### src/rtl/ripple_counter_ctrl_if.sv
// rtl/ripple_counter_ctrl_if.sv - command handshake bundle for ripple_counter_ctrl
//
// Purpose: carries one command per accepted handshake from the host/control
// logic to the counter sequencer.
//
// Signals:
//   cmd_valid  master->slave  command present
//   cmd_ready  slave->master  command can be accepted this cycle
//   cmd_op     master->slave  00 START, 01 ONESHOT, 10 STOP, 11 LOAD
//   cmd_data   master->slave  terminal value (START/ONESHOT) or preload (LOAD)
//
// Modports: master (command source), slave (sequencer side).

interface ripple_counter_ctrl_if #(
  parameter int WIDTH = 4
);
  logic             cmd_valid;
  logic             cmd_ready;
  logic [1:0]       cmd_op;
  logic [WIDTH-1:0] cmd_data;

  modport master (
    output cmd_valid,
    output cmd_op,
    output cmd_data,
    input  cmd_ready
  );

  modport slave (
    input  cmd_valid,
    input  cmd_op,
    input  cmd_data,
    output cmd_ready
  );
endinterface

### src/rtl/ripple_counter_ctrl.sv
// rtl/ripple_counter_ctrl.sv - start/stop/oneshot/load sequencer for a bounded binary counter
//
// Purpose: runs a WIDTH-bit count against a programmable terminal value,
// either free-running (wrapping at the limit) or one-shot (stopping in DONE),
// under command control over a valid/ready handshake.
//
// Optional feature macro: COUNTER_CTRL_PRESCALE_EN
//   When defined, a PRE_W-bit prescale counter and the prescale port exist and
//   a tick occurs every prescale+1 qualifying cycles. When undefined, every
//   non-hold cycle in a run state is a tick.
//
// Ports:
//   clk        in   clock, all state on rising edge
//   rst        in   synchronous active-high reset
//   cmd        slave modport of ripple_counter_ctrl_if (valid/ready/op/data)
//   hold       in   freeze counting (count, prescaler, tc_pulse) while high
//   prescale   in   tick divider (only with COUNTER_CTRL_PRESCALE_EN)
//   count      out  current count, registered
//   busy       out  high in RUN_FREE or RUN_ONE
//   tc_pulse   out  one-cycle terminal-count strobe, registered
//   done       out  high in DONE

module ripple_counter_ctrl #(
  parameter int WIDTH = 4,
  parameter int PRE_W = 4
) (
  input  logic                  clk,
  input  logic                  rst,
  ripple_counter_ctrl_if.slave  cmd,
  input  logic                  hold,
`ifdef COUNTER_CTRL_PRESCALE_EN
  input  logic [PRE_W-1:0]      prescale,
`endif
  output logic [WIDTH-1:0]      count,
  output logic                  busy,
  output logic                  tc_pulse,
  output logic                  done
);

  // Elaboration-time sanity check on the widths.
  if (WIDTH < 1 || PRE_W < 1) begin : g_bad_param
    $error("ripple_counter_ctrl: WIDTH and PRE_W must both be >= 1");
  end

  localparam logic [1:0] OP_START   = 2'b00;
  localparam logic [1:0] OP_ONESHOT = 2'b01;
  localparam logic [1:0] OP_STOP    = 2'b10;
  localparam logic [1:0] OP_LOAD    = 2'b11;

  typedef enum logic [1:0] {
    S_IDLE     = 2'b00,
    S_RUN_FREE = 2'b01,
    S_RUN_ONE  = 2'b10,
    S_DONE     = 2'b11
  } state_t;

  state_t           state, state_n;
  logic [WIDTH-1:0] limit, limit_n;
  logic [WIDTH-1:0] count_n;
  logic             tc_n;
  logic             running;
  logic             accept;
  logic             pre_hit;

`ifdef COUNTER_CTRL_PRESCALE_EN
  logic [PRE_W-1:0] pre_cnt, pre_n;
  assign pre_hit = (pre_cnt == prescale);
`else
  assign pre_hit = 1'b1;
`endif

  assign running = (state == S_RUN_FREE) || (state == S_RUN_ONE);

  // While running only STOP may enter, so a LOAD/START cannot disturb an
  // active count; ready never looks at cmd_valid or cmd_data.
  assign cmd.cmd_ready = running ? (cmd.cmd_op == OP_STOP) : 1'b1;
  assign accept        = cmd.cmd_valid && cmd.cmd_ready;

  assign busy = running;
  assign done = (state == S_DONE);

  // State register.
  always_ff @(posedge clk) begin
    if (rst) begin
      state <= S_IDLE;
    end else begin
      state <= state_n;
    end
  end

  // Datapath registers.
  always_ff @(posedge clk) begin
    if (rst) begin
      count    <= '0;
      limit    <= '0;
      tc_pulse <= 1'b0;
`ifdef COUNTER_CTRL_PRESCALE_EN
      pre_cnt  <= '0;
`endif
    end else begin
      count    <= count_n;
      limit    <= limit_n;
      tc_pulse <= tc_n;
`ifdef COUNTER_CTRL_PRESCALE_EN
      pre_cnt  <= pre_n;
`endif
    end
  end

  // Next-state and datapath update. An accepted command takes priority over a
  // tick; since only STOP is accepted while running, this is exactly the
  // "STOP beats a simultaneous terminal tick" rule.
  always_comb begin
    state_n = state;
    count_n = count;
    limit_n = limit;
    tc_n    = 1'b0;
`ifdef COUNTER_CTRL_PRESCALE_EN
    pre_n   = pre_cnt;
`endif

    if (accept) begin
      unique case (cmd.cmd_op)
        OP_START: begin
          limit_n = cmd.cmd_data;
          count_n = '0;
          state_n = S_RUN_FREE;
`ifdef COUNTER_CTRL_PRESCALE_EN
          pre_n   = '0;
`endif
        end
        OP_ONESHOT: begin
          limit_n = cmd.cmd_data;
          count_n = '0;
          state_n = S_RUN_ONE;
`ifdef COUNTER_CTRL_PRESCALE_EN
          pre_n   = '0;
`endif
        end
        OP_STOP: begin
          state_n = S_IDLE;
`ifdef COUNTER_CTRL_PRESCALE_EN
          pre_n   = '0;
`endif
        end
        OP_LOAD: begin
          // Only reachable from IDLE or DONE; state (and done) is kept.
          count_n = cmd.cmd_data;
        end
        default: begin
          state_n = state;
        end
      endcase
    end else if (running && !hold) begin
      if (pre_hit) begin
`ifdef COUNTER_CTRL_PRESCALE_EN
        pre_n = '0;
`endif
        if (count == limit) begin
          tc_n = 1'b1;
          if (state == S_RUN_FREE) begin
            count_n = '0;
          end else begin
            state_n = S_DONE;
          end
        end else begin
          count_n = count + WIDTH'(1);
        end
      end else begin
`ifdef COUNTER_CTRL_PRESCALE_EN
        pre_n = pre_cnt + PRE_W'(1);
`endif
      end
    end
  end

endmodule

### src/flat_wrapper.sv
// flat-port wrapper written by rule: the top's interface ports become plain ports
module ripple_counter_ctrl_flat 
#(
  parameter int WIDTH = 4,
  parameter int PRE_W = 4
)
  (clk, rst, hold, count, busy, tc_pulse, done, cmd_cmd_valid, cmd_cmd_op, cmd_cmd_data, cmd_cmd_ready);
  ripple_counter_ctrl_if #(.WIDTH(WIDTH)) cmd_i ();
  input  logic clk;
  input  logic rst;
  input  logic hold;
  output logic [WIDTH-1:0] count;
  output logic busy;
  output logic tc_pulse;
  output logic done;
  input wire logic [$bits(cmd_i.cmd_valid)-1:0] cmd_cmd_valid;
  input wire logic [$bits(cmd_i.cmd_op)-1:0] cmd_cmd_op;
  input wire logic [$bits(cmd_i.cmd_data)-1:0] cmd_cmd_data;
  output wire logic [$bits(cmd_i.cmd_ready)-1:0] cmd_cmd_ready;
  assign cmd_i.cmd_valid = cmd_cmd_valid;
  assign cmd_i.cmd_op = cmd_cmd_op;
  assign cmd_i.cmd_data = cmd_cmd_data;
  assign cmd_cmd_ready = cmd_i.cmd_ready;
  ripple_counter_ctrl #(.WIDTH(WIDTH), .PRE_W(PRE_W)) u_core (.clk(clk), .rst(rst), .cmd(cmd_i), .hold(hold), .count(count), .busy(busy), .tc_pulse(tc_pulse), .done(done));
endmodule
### config.mk
export PLATFORM = sky130hd
export DESIGN_NAME = ripple_counter_ctrl_flat
export DESIGN_NICKNAME = d
export VERILOG_FILES = /design/src/rtl/ripple_counter_ctrl_if.sv /design/src/rtl/ripple_counter_ctrl.sv /design/src/flat_wrapper.sv
export SDC_FILE = /design/constraint.sdc
export NUM_CORES = 1
export LEC_CHECK = 0
export ABC_CLOCK_PERIOD_IN_PS = 3250
export CAP_MARGIN = 20
export CORE_MARGIN = 2
export CORE_UTILIZATION = 51
export CTS_CLUSTER_SIZE = 28
export DETAILED_ROUTE_END_ITERATION = 10
export PLACE_DENSITY = 0.81
export SYNTH_ARGS = -nofsm -noshare
export SYNTH_HDL_FRONTEND = slang
export SYNTH_SLANG_ARGS = --single-unit
### constraint.sdc
create_clock -name clk -period 3.25 [get_ports clk]
set_input_delay 0.4875 -clock clk [delete_from_list [all_inputs] [get_ports clk]]
set_output_delay 0.4875 -clock clk [all_outputs]
set_load 0.1 [all_outputs]
* Word level (Yosys, flattened, before mapping) *
Index checks and enable logic that the tools add are counted.

storage, ports and cells
  flip-flop bits (word level) = 11
  bits in latches = 0
  RAM bits = 0
  memory bits (read-only) = 0
  input bits = 10
  output and inout port bits = 8
  logic and storage cells = 41
  memories = 0

operators by class
  add/subtract/negate cells = 1
  multipliers = 0
  divide/modulo/power cells = 0
  order comparisons = 0
  equal/unequal tests = 11
  shift-type cells = 0
  multiplexer cells = 12
  bitwise operators = 1
  reductions and logical operators = 12

operators by type and width
  operator                                        count
  two-way mux 4 bit                               4
  == test 2 bit (second input constant)           4
  two-way mux 2 bit                               4
  one-hot mux 4 bit (2 select lines)              1
  one-hot mux 2 bit (3 select lines)              1
  adder 4 x 1 -> 4 bit (second input constant)    1
  == test 2 x 1 -> 1 bit (second input constant)  2
  == test 4 bit                                   1
  != test 4 bit (second input constant)           1
  AND reduction 4 bit                             1
  nonzero test 2 bit                              2
  != test 3 x 1 -> 1 bit (second input constant)  1
  != test 3 bit (second input constant)           1
  AND reduction 3 bit                             1
  OR reduction 3 bit                              1
  logical AND 1 bit                               2
  logical NOT 2 bit                               1
  two-way mux 1 bit                               2
  != test 2 x 1 -> 1 bit (second input constant)  1
  AND reduction 2 bit                             1
  OR reduction 2 bit                              1
  logical NOT 1 bit                               1
  logical OR 1 bit                                1
  inverter 1 bit                                  1

* Longest topological paths before layout *
Gate-level depths: netlist of the first run.

  word-level depth = 6
  depth in mapped cells = 7
  mapped depth without buffers = 6

* Worst setup path after synthesis of the first run *
OpenSTA, ideal clock, no wires.

  path type = reg-to-reg
  start point = register u_core.count[2]
  end point = register u_core.count[2]
  library setup time = 0.104 ns
  data arrival time = 2.074 ns
  data required time = 3.146 ns
  setup slack = 1.073 ns
  stages on the path, launching flop included = 6
  buffers on the path = 1
  period minus slack after synthesis = 2.177 ns
  path through = dfxtp_1 -> xnor2_1 -> nand4_1 -> buf_2 -> o31a_4 -> a2111oi_2

on the way
  cells in the longest elaborated chain, start to end = 4
  elaborated cells between the ends (all ways) = 7
  classes of those cells = 1 x add/sub; 2 x eq/ne; 3 x mux; 1 x reduce/logical

RTL lines
  element                                                line                                                    source
  from (decl)                                            ripple_counter_ctrl.sv:34                               output logic [WIDTH-1:0] count,
  from (signal assigned)                                 ripple_counter_ctrl.sv:101                              count <= count_n;
  adder 4 x 1 -> 4 bit or == test 4 bit (tied branches)  ripple_counter_ctrl.sv:167, ripple_counter_ctrl.sv:159
  two-way mux 4 bit                                      ripple_counter_ctrl.sv:159                              if (count == limit) begin
  two-way mux 4 bit                                      ripple_counter_ctrl.sv:154                              end else if (running && !hold) begin
  two-way mux 4 bit                                      ripple_counter_ctrl.sv:122                              if (accept) begin

Parallel ways exist; a longest one is shown, timed or not. The select of a mux whose other input is x is not followed.
A chain may end at the register's enable or synchronous reset.

* Final worst setup path of the first run *
  start point = input port cmd_cmd_op[0]
  end point = output port cmd_cmd_ready

on the way
  cells in the longest elaborated chain, start to end = 2

RTL lines
  element            line                       source
  from (decl)        flat_wrapper.sv:17         input wire logic [$bits(cmd_i.cmd_op)-1:0] cmd_cmd_op;
  == test 2 bit      ripple_counter_ctrl.sv:76  assign cmd.cmd_ready = running ? (cmd.cmd_op == OP_STOP) : 1'b1;
  two-way mux 1 bit  ripple_counter_ctrl.sv:76
  to (decl)          flat_wrapper.sv:19         output wire logic [$bits(cmd_i.cmd_ready)-1:0] cmd_cmd_ready;

Every way passes these cells.

==> results of run 1 <==
synthesized netlist by cell type, drive strengths merged:
master   instances  area (sq um)
a32oi            2         17.52
nor2            12         45.04
nand3            1         5.000
a211o            1         8.760
a311oi           1         15.01
buf              2         10.01
clkbuf           1         3.750
mux2i            5         50.05
nor3             1         5.000
a31oi            2         12.51
dfxtp           11         220.2
or4              2         18.77
inv              4         15.01
o21a             1         8.760
mux2             1         15.01
ha               9         112.6
o31a             1         17.52
nand2            2         7.510
and3             2         12.51
o21ai            3         15.01
a2111oi          4         60.06
nand4            1         6.260
or2              1         6.260
xnor2            6         52.55
a211oi           1         7.510
nor4             4         25.02
area by class of cell:
| class | instances | area (sq um) |
|---|---|---|
| clock buffer | 4 | 26.28 |
| tap | 16 | 20.02 |
| inverter | 4 | 15.01 |
| sequential | 11 | 220.2 |
| timing repair buffer | 17 | 152.6 |
| fill | 127 | 495.5 |
| multi-input combinational | 63 | 524.3 |
critical path: stages:
cell	delay, ps
clkdlybuf4s50_1	530
inv_1	110
ha_1	260
or2_2	290
buf_4	230
worst min path at each step:
| stage | start | end | slack [ps] | cells after the start |
|---|---|---|---|---|
| 2_1_floorplan | u_core.limit[0]$_SDFFE_PP0P_ | u_core.limit[0]$_SDFFE_PP0P_ | 490 | 2 |
| 3_3_place_gp | u_core.limit[1]$_SDFFE_PP0P_ | u_core.limit[1]$_SDFFE_PP0P_ | 500 | 2 |
| 3_5_place_dp | u_core.limit[1]$_SDFFE_PP0P_ | u_core.limit[1]$_SDFFE_PP0P_ | 520 | 2 |
| 4_1_cts | u_core.limit[1]$_SDFFE_PP0P_ | u_core.limit[1]$_SDFFE_PP0P_ | 540 | 2 |
| 5_1_grt | u_core.limit[0]$_SDFFE_PP0P_ | u_core.limit[0]$_SDFFE_PP0P_ | 570 | 2 |
| 6_report | u_core.limit[1]$_SDFFE_PP0P_ | u_core.limit[1]$_SDFFE_PP0P_ | 530 | 2 |
stage by stage:
stage	area (sq um)	setup WS, ps
final	958.4	846.0
after global routing	958.4	807.4
after CTS	958.4	847.5
after detailed placement	932.1	660.2
after global placement	932.1	729.9
after floorplan	773.2	1073
sequential cells by signal, indices dropped and copies added, names as in the netlist:
signal           flops
u_core.tc_pulse      1
u_core.limit         4
u_core.state         2
u_core.count         4
cell families (layout without fill, tap and decap cells):
group	count (synthesis)	in the layout	synth area share (%)
AOI/OAI and AO/OA	16	16	21.04
muxes	6	6	8.414
DFF	11	11	28.48
adders and majority gates	9	9	14.56
xor gates and xnor gates	6	6	6.796
buffers and inverters	7	25	3.721
and+or+nand+nor	26	26	16.99
cell usage in the layout (no fill, tap or decap), types with 2 or more instances in the layout:
master	netlist	layout
xnor2_1	6	6
dfxtp_1	11	11
mux2i_1	5	5
a2111oi_2	4	4
clkdlybuf4s50_1	0	10
o21ai_1	3	3
buf_4	0	7
clkbuf_4	0	3
nor4_1	4	4
a31oi_1	2	2
and3_1	2	2
nand2_1	2	2
inv_1	4	4
ha_1	9	9
a32oi_1	2	2
nor2_1	12	12
layer usage:
| layer | track usage, % | vias up | share of wire [%] |
|---|---|---|---|
| li1 | - | 336 | - |
| met1 | 25.33 | 317 | 46 |
| met2 | 35.15 | 18 | 49 |
| met3 | 8.936 | 2 | 4.3 |
| met4 | 7.273 | 0 | 0.76 |
| met5 | 0 | - | 0 |
power breakdown:
group	switching [W]	internal, W	total, W
logic	0.000391	0.000163	0.000555
clock network	0.0000529	0.0000478	0.000101
registers	0.0000448	0.000164	0.000209
==> results.json, run 1 <==
{
  "synth_cell_type_count": 27,
  "cts_buffer_depth": 2,
  "cts_tree": "done",
  "post-route-min-period_ps": 2404,
  "p_total_w": 0.0008642,
  "startpoint": "cmd_cmd_op[0]",
  "seq_area_frac_synth_pct": 28.48,
  "skew_ps": 0.7844,
  "area_growth_pct": 23.95,
  "rsz0062_at_grt": "false",
  "arrival_ps": 1920,
  "hp-class": "register to register",
  "num_io_pins": 18,
  "relSlewSlack_pct": 35.97,
  "antenna_left": 0,
  "crit_path_max_fanout": 5,
  "firstDrtPassIters": 4,
  "cts_sinks": 11,
  "reg2regPathDepth": 4,
  "start_kind": "input pin",
  "root_buffer": "clkbuf_4",
  "instances_no_fill": 115,
  "r2r-start": "u_core.count[1]$_SDFFE_PP0P_",
  "tightestPinTransition_ps": 957.4,
  "htreeDepth": 1,
  "ys.warnings.count": 0,
  "syn-num-nets": 100,
  "first_global_vias": 633,
  "final_util_pct": 65.92,
  "vdd_drop_max_v": 0.0007213,
  "antenna_found_initial": 0,
  "drc": 0,
  "port_buffers": 17,
  "routabilityCongestion": 0.8324,
  "max_freq_mhz": 416.0,
  "via_count": 673,
  "synth_seq_cells": 11,
  "die_h_um": 42.94,
  "whs_ps": 533.5,
  "required_ps": 2760,
  "syn_inst": 81,
  "hold_violations": 0,
  "powerDensity_nw_per_um2": 901.7,
  "dr.first_iter.drc_count": 21,
  "via_per_inst": 5.852,
  "wl_per_cell_um": 14.90,
  "cts.clk_slew.worst_paths_ps": 70,
  "finalSetupViolations": 0,
  "rrSetupSlack_ps": 1280,
  "drv_slew": 0,
  "maxCapViolCount": 0,
  "path_class": "input pin to output pin",
  "die_area_sq_um": 1843,
  "grt_max_degree": 15,
  "fin_crit_sh_pct": 73.97,
  "cts_inserted_buffers": 3,
  "p_leak_nw": 0.4165,
  "gr-total-overflow": 0,
  "drive_gt1_share_pct": 20.20,
  "start_util_pct": 53.18,
  "cts_resized": 0,
  "fp.coreArea_sq_um": 1454,
  "crit_end": "cmd_cmd_ready",
  "postRouteWirelength_um": 1713,
  "post_cts_buffers": 0,
  "end_kind": "output pin",
  "clkLatencyLatePin_ps": 280,
  "n_antenna_cell": 0,
  "cts_hold_buf": 0,
  "reg2reg_to": "u_core.state[1]$_SDFFE_PP0P_",
  "grt_pass1_wl_um": 2911,
  "rows": 14,
  "nets": 119,
  "status": "finished clean",
  "grtUsageTotal_pct": 21.52,
  "place.detailed.hpwl_um": 1291,
  "netlist_area_sq_um": 773.2,
  "setup_tns_ps": 0,
  "dpl.cell_count": 111,
  "syn_avg_cell_area_sq_um": 9.546,
  "die_x_um": 42.94
}
No activity file was read; power rests on OpenSTA's default activity.
==> run 2, diff against run 1 <==
--- a/config.mk
+++ b/config.mk
@@ -5,13 +5,13 @@
 export SDC_FILE = /design/constraint.sdc
 export NUM_CORES = 1
 export LEC_CHECK = 0
-export ABC_CLOCK_PERIOD_IN_PS = 3250
+export ABC_CLOCK_PERIOD_IN_PS = 2250
 export CAP_MARGIN = 20
 export CORE_MARGIN = 2
-export CORE_UTILIZATION = 51
+export CORE_UTILIZATION = 48
 export CTS_CLUSTER_SIZE = 28
 export DETAILED_ROUTE_END_ITERATION = 10
-export PLACE_DENSITY = 0.81
+export PLACE_DENSITY = 0.77
 export SYNTH_ARGS = -nofsm -noshare
 export SYNTH_HDL_FRONTEND = slang
 export SYNTH_SLANG_ARGS = --single-unit
==> constraint.sdc (replaced) <==
create_clock -name clk -period 2.25 [get_ports clk]
set_input_delay 0.3375 -clock clk [delete_from_list [all_inputs] [get_ports clk]]
set_output_delay 0.3375 -clock clk [all_outputs]
set_load 0.1 [all_outputs]
==> results.json, run 2 (synthesis results as in run 1) <==
{
  "cts_sinks": 11,
  "final_common_cell": "buf_4",
  "die_x_um": 44.14,
  "postRouteWirelength_um": 1789,
  "drv_slew": 0,
  "area_growth_pct": 39.16,
  "grt_pass1_wl_um": 3022,
  "rsz0062_at_grt": "false",
  "post_cts_buffers": 0,
  "reg_top3": "u_core.count x4, u_core.limit x4, u_core.state x2",
  "firstDrtPassIters": 4,
  "skew_ps": 7.972,
  "crit_slowest_cell": "clkdlybuf4s50_1",
  "crit_top_cell": "o21ai_1",
  "drc": 0,
  "cts_hold_buf": 0,
  "vdd_drop_max_v": 0.0009231,
  "root_buffer": "clkbuf_4",
  "rows": 14,
  "grtUsageTotal_pct": 21.40,
  "clkLatencyLatePin_ps": 270,
  "via_count": 712,
  "hp-class": "register to register",
  "first_global_vias": 681,
  "hold_violations": 0,
  "place.detailed.hpwl_um": 1411,
  "routabilityCongestion": 0.7951,
  "drive_gt1_share_pct": 29.09,
  "fp.coreArea_sq_um": 1506,
  "pre_cts_slack_ps": -103.5,
  "cp_cell_sequence": "clkdlybuf4s50_1 > inv_1 > ha_1 > buf_4 > o21ai_1 > o21ai_1 > o31a_4 > a2111oi_2",
  "die_h_um": 44.14,
  "max_freq_mhz": 478.7,
  "post-route-min-period_ps": 2089,
  "htreeDepth": 1,
  "whs_ps": 533.5,
  "nets": 130,
  "antenna_found_initial": 0,
  "crit_family": "compound AO/OA/AOI/OAI gates",
  "cts_resized": 0,
  "required_ps": 2410,
  "relSlewSlack_pct": 62.16,
  "wl_per_cell_um": 14.20,
  "end_kind": "register",
  "status": "finished clean",
  "path_buf_inv": 3,
  "p_leak_nw": 0.4843,
  "cts_buffer_depth": 2,
  "cts_tree": "done",
  "dr.first_iter.drc_count": 10,
  "design_area_sq_um": 1076,
  "setup_slack_ps": 160.9,
  "fillers": 122,
  "cts.clk_slew.worst_paths_ps": 70,
  "cts_inserted_buffers": 3,
  "crit_path_max_fanout": 5,
  "setup_tns_ps": 0,
  "final_util_pct": 71.43,
  "cp_slowest_stage_delay_ps": 490,
  "start_kind": "input pin",
  "via_per_inst": 5.651,
  "layout_common_cells": "buf_4 (16), nor2_1 (12), dfxtp_1 (11), ha_1 (9), clkdlybuf4s50_1 (9)",
  "grt_max_degree": 12,
  "gr-total-overflow": 0,
  "num_io_pins": 18,
  "arrival_ps": 2250,
  "fin_crit_sh_pct": 92.85,
  "path_class": "input pin to register",
  "post_dp_cell_area_sq_um": 1050,
  "port_buffers": 17,
  "powerDensity_nw_per_um2": 1253,
  "tightestPinTransition_ps": 565.8,
  "start_util_pct": 51.33,
  "finalSetupViolations": 0,
  "antenna_left": 0,
  "n_antenna_cell": 0,
  "maxCapViolCount": 0,
  "die_area_sq_um": 1948
}
## run 2: through the flow
stage	total power [W]	std cells
global route	0.001420	126
global placement	0.001196	122
detailed placement	0.001214	122
CTS	0.001357	126
floorplan	0.0009604	81
finish	0.001348	126
## run 2: power breakdown
group	leakage [nW]	internal, W	switching, W
Sequential	0.0902	0.000237	0.0000590
Combinational	0.379	0.000325	0.000586
Clock	0.0150	0.0000686	0.0000721
Total	0.484	0.000631	0.000717
## run 2: path summary, 6_finish.rpt
check	start	to	slack, ps	cells past startpoint
min reg2reg	u_core.limit[1]$_SDFFE_PP0P_	u_core.limit[1]$_SDFFE_PP0P_	530	2
max reg2reg	u_core.state[1]$_SDFFE_PP0P_	u_core.state[1]$_SDFFE_PP0P_	300	6
max	cmd_cmd_op[0]	u_core.count[2]$_SDFFE_PP0P_	160	8
min	u_core.limit[1]$_SDFFE_PP0P_	u_core.limit[1]$_SDFFE_PP0P_	530	2
## run 2: per-layer routing
layer / routed length, um / global-route usage (%)
met1: 852 / 28.97
met2: 862 / 32.65
met3: 73 / 6.122
met4: 0 / 7.273
met5: 0 / 0
## run 2: cell type report
| class | count | area (sq um) | area share (%) |
|---|---|---|---|
| Inverter | 4 | 15.01 | 1.395 |
| Tap cell | 16 | 20.02 | 1.860 |
| Sequential cell | 11 | 220.2 | 20.47 |
| Clock buffer | 4 | 26.28 | 2.442 |
| Multi-Input combinational cell | 63 | 524.3 | 48.72 |
| Timing Repair Buffer | 28 | 270.3 | 25.12 |
## run 2: worst register-to-register path, stage by stage, from the launching register on
cell	delay [ps]
dfxtp_1	340
inv_1	90
ha_1	390
nand2_1	90
or4_4	430
mux2_4	310
a311oi_2	220
==> run 3, diff against run 2 <==
--- a/config.mk
+++ b/config.mk
@@ -6,11 +6,12 @@
 export NUM_CORES = 1
 export LEC_CHECK = 0
 export ABC_CLOCK_PERIOD_IN_PS = 2250
-export CAP_MARGIN = 20
+export CAP_MARGIN = 5
 export CORE_MARGIN = 2
 export CORE_UTILIZATION = 48
 export CTS_CLUSTER_SIZE = 28
 export DETAILED_ROUTE_END_ITERATION = 10
+export HOLD_SLACK_MARGIN = 0.05
 export PLACE_DENSITY = 0.77
 export SYNTH_ARGS = -nofsm -noshare
 export SYNTH_HDL_FRONTEND = slang
==> results of run 3 <==
No change in the layout: final DEF, timing and power equal those of run 2.
==> edit, RTL diff (flow settings as in run 3) <==
The 4 states of `state_t` get a one-hot encoding in 4 bits.
--- a/src/rtl/ripple_counter_ctrl.sv
+++ b/src/rtl/ripple_counter_ctrl.sv
@@ -47,11 +47,11 @@
   localparam logic [1:0] OP_STOP    = 2'b10;
   localparam logic [1:0] OP_LOAD    = 2'b11;
 
-  typedef enum logic [1:0] {
-    S_IDLE     = 2'b00,
-    S_RUN_FREE = 2'b01,
-    S_RUN_ONE  = 2'b10,
-    S_DONE     = 2'b11
+  typedef enum logic [3:0] {
+    S_IDLE     = 4'b0001,
+    S_RUN_FREE = 4'b0010,
+    S_RUN_ONE  = 4'b0100,
+    S_DONE     = 4'b1000
   } state_t;
 
   state_t           state, state_n;
Function: same outputs for any inputs over 10 cycles, from zero or initial values and one cycle with rst high; not proved beyond that.
==> edit against run 3 <==
Via count up 9.3%; synthesized area up 5.0%; core utilization up 1.9 points; count of clock-buffer cells in the layout unchanged; wire length up 6.1%; final cell count up 7.1%; sequential cell count up 2; setup slack worse by 0.10 ns; design area up 5.0%; critical path type is now in -> out.
Power is not compared: it rests on default switching activity, and its combinational part moved more than twofold at a synthesized area within 25%.
==> edit: results (changes against run 3) <==
{
  "timing.critical_path.arrival": {"value": 1.86, "unit": "ns", "change": "was 2.25 ns"},
  "postRouteWirelength": {"value": 1900, "unit": "um", "change": "was 1790 um"},
  "finalHoldWorstSlack": {"value": 0.518, "unit": "ns", "change": "was 0.534 ns"},
  "initial_core_util": {"value": 52.7, "unit": "%", "change": "was 51.3%"},
  "max_fo_critical_path": {"value": 2, "change": "was 5"},
  "share_of_cell_area_taken_by_multi_input_logic_gates": {"value": 48.3, "unit": "%", "change": "was 48.7%"},
  "detail_route.vias_per_cell": {"value": 5.76, "change": "was 5.65"},
  "post_synth_num_cell_types": {"value": 36, "change": "was 27"},
  "finalClockSkew": {"value": 0.00418, "unit": "ns", "change": "was 0.00797 ns"},
  "synthesis.area_per_instance": {"value": 9.33, "unit": "sq um", "change": "was 9.55 sq um"},
  "tritoncts_num_sinks": {"value": 13, "change": "was 11"},
  "place.gp.congestion": {"value": 0.796, "change": "was 0.795"},
  "worst_r2r_endpoint": {"value": "u_core.count[3]", "change": "was u_core.state[1]"},
  "placement.setup.worst_slack": {"value": -0.111, "unit": "ns", "change": "was -0.104 ns"},
  "sh_seq_area": {"value": 23.4, "unit": "%", "change": "was 20.5%"},
  "first_global_vias": {"value": 721, "change": "was 681"},
  "grtUsageMet2": {"value": 33.7, "unit": "%", "change": "was 32.6%"},
  "grt.met3_usage": {"value": 4.80, "unit": "%", "change": "was 6.12%"},
  "timing.critical_path.slowest_cell_delay": {"value": 0.43, "unit": "ns", "change": "was 0.49 ns"},
  "setup.reg_to_reg.worst_slack": {"value": 0.33, "unit": "ns", "change": "was 0.30 ns"},
  "post_synth_most_frequent_cells": {"value": "sky130_fd_sc_hd__dfxtp_1 (13), sky130_fd_sc_hd__nor2_1 (8), sky130_fd_sc_hd__ha_1 (6)", "change": "was sky130_fd_sc_hd__nor2_1 (12), sky130_fd_sc_hd__dfxtp_1 (11), sky130_fd_sc_hd__ha_1 (9)"},
  "status": {"value": "completed", "change": "unchanged"},
  "routed.top_layer": {"value": "met4", "change": "was met3"},
  "crit_path_start": {"value": "cmd_cmd_op[1]", "change": "was cmd_cmd_op[0]"},
  "final_design_area_no_fill": {"value": 0.00113, "unit": "sq mm", "change": "was 0.00108 sq mm"},
  "multi_input_cells": {"value": 68, "change": "was 63"},
  "final_worst_path_period_share": {"value": 97.5, "unit": "%", "change": "was 92.8%"},
  "adder_cell_share_of_the_synthesized_area": {"value": 9.24, "unit": "%", "change": "was 14.6%"},
  "largest_registers": {"value": "u_core.count (4), u_core.limit (4), u_core.state (4)", "change": "was u_core.count (4), u_core.limit (4), u_core.state (2)"},
  "grt.total_usage": {"value": 21.9, "unit": "%", "change": "was 21.4%"},
  "hold-path-endpoint": {"value": "u_core.count[0]", "change": "was u_core.limit[1]"},
  "synth_xor_area_share": {"value": 6.47, "unit": "%", "change": "was 6.80%"},
  "grt_start_max_net_pins": {"value": 15, "change": "was 12"},
  "post_synth_mux_area_share": {"value": 4.93, "unit": "%", "change": "was 8.41%"}
}
-- edit: cell count changes after synthesis, sizes merged, moves of 3 or more --
cell / change
a2111oi: -4
a21oi: +4
ha: -3
nor2: -4
nor3: +3
nor4: -3
nor4b: +3
xnor2: -4
xor2: +4
-- edit: power by group through the flow --
stage / logic (mW) / clock network, mW / registers (mW)
after floorplan: 0.0994 / 0 / 0.297
after global placement: 0.198 / 0 / 0.264
after detailed placement: 0.201 / 0 / 0.264
after CTS: 0.203 / 0.151 / 0.259
after global routing: 0.218 / 0.164 / 0.262
final: 0.203 / 0.149 / 0.259
-- edit: critical path: cells and delay by family --
family | cells | cell delay (ns)
buf+inv | 3 | 0.74
simple gates | 2 | 0.59
fa+ha+maj | 1 | 0.18
-- edit: what timing repair did --
| action | CTS | global route |
|---|---|---|
| endpoints found under the setup margin | 1 | 0 |
| resized for setup | 3 | 0 |
| buffers inserted | 1 | 0 |
